==> src/rtl/deserialize.sv <==
// deserialize - serial-to-parallel receiver (SIPO).
//
// Receive end of the parallel-load/shift serializer link. One serial bit is
// consumed per clock where serial_valid is high. Each completed WIDTH-bit
// word is presented on data_out (held until the next word completes),
// accompanied by a one-cycle data_valid strobe. A frame_start marker
// realigns the word boundary; if a partial word is discarded by it,
// framing_error pulses for one cycle.
//
// Parameters:
//   WIDTH      word length in bits (2..32)
//   MSB_FIRST  1: first received bit lands in data_out[WIDTH-1]
//              0: first received bit lands in data_out[0]
//
// Ports:
//   clock          rising-edge clock for all state
//   reset          asynchronous, active-high; clears all state
//   serial_in      serial data bit, sampled when serial_valid=1
//   serial_valid   bit qualifier
//   frame_start    first bit of a new word (with serial_valid=1) or
//                  forced realignment (with serial_valid=0)
//   data_out       last completed word
//   data_valid     one-cycle pulse after the final bit of a word
//   busy           partial word in progress
//   framing_error  one-cycle pulse when a partial word is discarded
module deserialize #(
  parameter int WIDTH     = 4,
  parameter bit MSB_FIRST = 1'b1
) (
  input  logic             clock,
  input  logic             reset,
  input  logic             serial_in,
  input  logic             serial_valid,
  input  logic             frame_start,
  output logic [WIDTH-1:0] data_out,
  output logic             data_valid,
  output logic             busy,
  output logic             framing_error
);

  localparam int CW = $clog2(WIDTH);
  localparam logic [CW-1:0] CNT_LAST = CW'(WIDTH - 1);
  localparam logic [CW-1:0] CNT_ONE  = CW'(1);

  logic [WIDTH-1:0] sr_q, sr_d;
  logic [CW-1:0]    cnt_q, cnt_d;
  logic [WIDTH-1:0] data_out_q, data_out_d;
  logic             data_valid_q, data_valid_d;
  logic             framing_error_q, framing_error_d;
  logic [WIDTH-1:0] shifted;

  // Shift direction decides which end of the word the first bit ends up in.
  generate
    if (MSB_FIRST) begin : g_msb_first
      assign shifted = {sr_q[WIDTH-2:0], serial_in};
    end else begin : g_lsb_first
      assign shifted = {serial_in, sr_q[WIDTH-1:1]};
    end
  endgenerate

  always_comb begin
    sr_d            = sr_q;
    cnt_d           = cnt_q;
    data_out_d      = data_out_q;
    data_valid_d    = 1'b0;
    framing_error_d = 1'b0;

    if (serial_valid) begin
      sr_d = shifted;
      if (frame_start) begin
        // This bit starts a new word; any partial word is dropped, even if
        // it was one bit short of completing.
        cnt_d           = CNT_ONE;
        framing_error_d = (cnt_q != '0);
      end else if (cnt_q == CNT_LAST) begin
        data_out_d   = shifted;
        data_valid_d = 1'b1;
        cnt_d        = '0;
      end else begin
        cnt_d = cnt_q + CNT_ONE;
      end
    end else if (frame_start) begin
      // Realign without consuming a bit; shift register contents are
      // irrelevant once the count restarts, so they simply hold.
      cnt_d           = '0;
      framing_error_d = (cnt_q != '0);
    end
  end

  always_ff @(posedge clock or posedge reset) begin
    if (reset) begin
      sr_q            <= '0;
      cnt_q           <= '0;
      data_out_q      <= '0;
      data_valid_q    <= 1'b0;
      framing_error_q <= 1'b0;
    end else begin
      sr_q            <= sr_d;
      cnt_q           <= cnt_d;
      data_out_q      <= data_out_d;
      data_valid_q    <= data_valid_d;
      framing_error_q <= framing_error_d;
    end
  end

  assign data_out      = data_out_q;
  assign data_valid    = data_valid_q;
  assign framing_error = framing_error_q;
  assign busy          = (cnt_q != '0);

endmodule

==> config.mk <==
export PLATFORM = sky130hd
export DESIGN_NAME = deserialize
export DESIGN_NICKNAME = d
export VERILOG_FILES = /design/src/rtl/deserialize.sv
export SDC_FILE = /design/constraint.sdc
export NUM_CORES = 1
export LEC_CHECK = 0
export CAP_MARGIN = 25
export CORE_AREA = 2 2 39 41
export DETAILED_ROUTE_END_ITERATION = 10
export DIE_AREA = 0 0 41 43
export GPL_ROUTABILITY_DRIVEN = 0
export SLEW_MARGIN = 40
export SYNTH_ARGS = -nofsm -noshare
export SYNTH_HDL_FRONTEND = slang
export SYNTH_SLANG_ARGS = --single-unit
==> constraint.sdc <==
create_clock -name clock -period 1.65 [get_ports clock]
set_input_delay 0.2475 -clock clock [delete_from_list [all_inputs] [get_ports clock]]
set_output_delay 0.2475 -clock clock [all_outputs]
set_load 0.01 [all_outputs]
==> results.cfg, run 1 <==
[synthesis]
yosys_warnings = 0
yosys.cell_count.top_type = dfrtp_1
synth_top_family_by_area = multiplexers
syn_inst = 33
netlist_area_sq_um = 488
synth_fa_ha_area_share_pct = 5.13
synthFlopType = dfrtp_1
synthSimpleGateAreaFrac_pct = 7.69
ys_top_cells_by_count = 11 x dfrtp_1, 5 x inv_1, 4 x mux2_4
yosys.area.top_type_share_pct = 56.4
syn_nets = 40
postSynthAreaPerCell_sq_um = 14.8
yosys.area.top_type = dfrtp_1
synth_xor_area_share_pct = 0
synth_compound_area_share_pct = 3.33
seq_area_frac_synth_pct = 56.4
synth_seq_cells = 11
synth_edf_count = 0
ys_types = 13
yosys-top-cells-area = dfrtp_1 56%, mux2_4 12%, mux2_2 6.9%
async_reset_ff_share_pct = 100
synth.area.mux_share_pct = 21.3

[floorplanning]
io_pins = 12
die_area_sq_um = 1760
start_util_pct = 35.3
die_w_um = 41
num_rows = 14
coreArea_sq_um = 1380
die_h_um = 43

[clock_network]
path_clk_slew_ps = 70
cts_root_buf = clkbuf_4
cts.path.max_buffers = 2
insertion_delay_ps = 270
numCtsBuffers = 3
cts_tree = built
cts.sinks = 11
cts-hold-fix-buffers = 0
ctsHtreeMaxLevel = 1

[status]
outcome = complete, no violations

[timing]
worstMarginPinSlew_ps = 413
hold-worst-slack_ps = 268
period_minus_slack_ps = 1430
finalSetupTns_ps = 0
final_hold_viol_count = 0
drv_slew = 0
period_share_pct = 86.9
slew_headroom_pct = 72.4
rsz0062_at_grt = false
fin_skew_ps = 0.836
max_freq_ghz = 0.698
setup_viol = 0

[placed_design]
dp_hpwl_um = 595
numPortBuffers = 11
placed_cells = 59
place_area_sq_um = 607

[finish]
syn_to_final_growth_pct = 32.6
fin_cells = 65
diodes = 0
drive_gt1_share_pct = 28.6
fillers = 129
fin_area_sq_um = 647
nets = 57

[critical_path]
crit_path_start = cnt_q[0]
critPathKind = flop to output port
critPathRequiredTime_ps = 1400
critPathLaunchType = flop
cp_data_arrival_time_ps = 1190
crit_path_end_kind = output port
r2r-start = cnt_q[0]
cp_max_fo = 2

[drt]
drc = 0
vias_per_cell = 4.42
vias = 287
dr.pass1.iters = 1
wire_per_inst_um = 12.4
drt_iter0_drc = 0
final_antenna_net_count = 0
drt-total-wl_um = 807

[global_routing]
grt_pass1_wl_um = 1420
first_global_vias = 323
antenna_found_initial = 0
track_usage_pct = 13.0
grt_max_degree = 12
grt_overflow = 0

[power_and_ir_drop]
power.leakage_nw = 0.341
p_per_area_nw_per_um2 = 1190
worst_ir_drop_vdd_mv = 0.509

[min_path]
holdCritPathClass = input pin to async pin

[run]
drv_cap = 0
## per-layer routing
layer	share of wire, %	GRT usage (%)
met1	44	14.5
met2	49	19.1
met5	0	0
met4	1.2	12.0
met3	5.6	3.14
## kinds of logic after synthesis
family	count (synthesis)
flops	11
simple gates	4
fa+ha+maj	2
mux	8
compound gates	2
buf+inv	6
## what timing repair did
item	4_1_cts	5_1_grt
resized for setup	1	0
buffers inserted	2	0
setup endpoints to repair	1	0
## critical path, cell delays in order, from the launching register on
cell,delay [ps]
dfrtp_1,390
inv_1,60
ha_1,160
inv_1,40
dlygate4sd2_1,270
## stage by stage
| step | power (mW) | utilization (%) | setup WS (ps) |
|---|---|---|---|
| after floorplan | 0.475 | - | 497 |
| after global placement | 0.581 | 43.9 | 144 |
| after detailed placement | 0.591 | 43.9 | 94.7 |
| after CTS | 0.781 | 46.7 | 208 |
| after global routing | 0.814 | 46.7 | 168 |
| final | 0.770 | 46.7 | 216 |
## power by group
| part | internal, mW | switching [mW] |
|---|---|---|
| sequential | 0.325 | 0.0330 |
| clock | 0.0936 | 0.0896 |
| combinational | 0.153 | 0.0755 |
| total | 0.572 | 0.198 |
## final cells by class
cell class / count / area (sq um) / share of cell area, %
clock buffers: 4 / 26.3 / 4.06
inverters: 5 / 18.8 / 2.90
multi-input cells: 16 / 183 / 28.2
flip-flops and latches: 11 / 275 / 42.6
well taps: 16 / 20.0 / 3.09
repair buffers: 13 / 124 / 19.1
## state kept, by name, summed over array words and instances, names as in the netlist
signal         flops
cnt_q              2
data_out           4
data_valid         1
framing_error      1
sr_q               3
## cell usage in the layout, fill, tap and decap left out
| cell type | count |
|---|---|
| dlygate4sd2_1 | 1 |
| mux2_4 | 4 |
| o21bai_1 | 1 |
| mux2i_1 | 1 |
| nor2_1 | 1 |
| nand3b_4 | 1 |
| a21o_2 | 1 |
| mux2_2 | 3 |
| inv_1 | 5 |
| nor3b_1 | 1 |
| clkbuf_4 | 3 |
| clkbuf_1 | 1 |
| ha_1 | 2 |
| dfrtp_1 | 11 |
| clkdlybuf4s50_1 | 10 |
| nor2b_1 | 1 |
| buf_4 | 2 |
## path summary, 6_finish.rpt
path                                  to  cells past startpoint  slack, ps
max in group asynchronous    data_out[1]                      2       1090
min in group clock           data_out[3]                      1        510
min reg2reg                  data_out[3]                      1        510
max reg2reg                  data_out[2]                      4        320
max                                 busy                      4        220
min                        framing_error                      2        270
(Power assumes the default switching activity.)
==> run 2, diff against run 1 <==
SKIP_LAST_GASP = 1   (was default)
clock period = 1.7 ns   (was 1.65 ns; I/O delays follow)
==> results of run 2 <==
Same layout as run 1 (identical final DEF). Status: complete, no violations.
Main changes from that run: setup slack after placement 94.7 ps -> 137 ps; setup slack after layout 216 ps -> 259 ps; hold slack 268 ps -> 275 ps; register-to-register setup slack 320 ps -> 370 ps; total power 0.770 mW -> 0.747 mW; worst IR drop on VDD 0.509 mV -> 0.494 mV
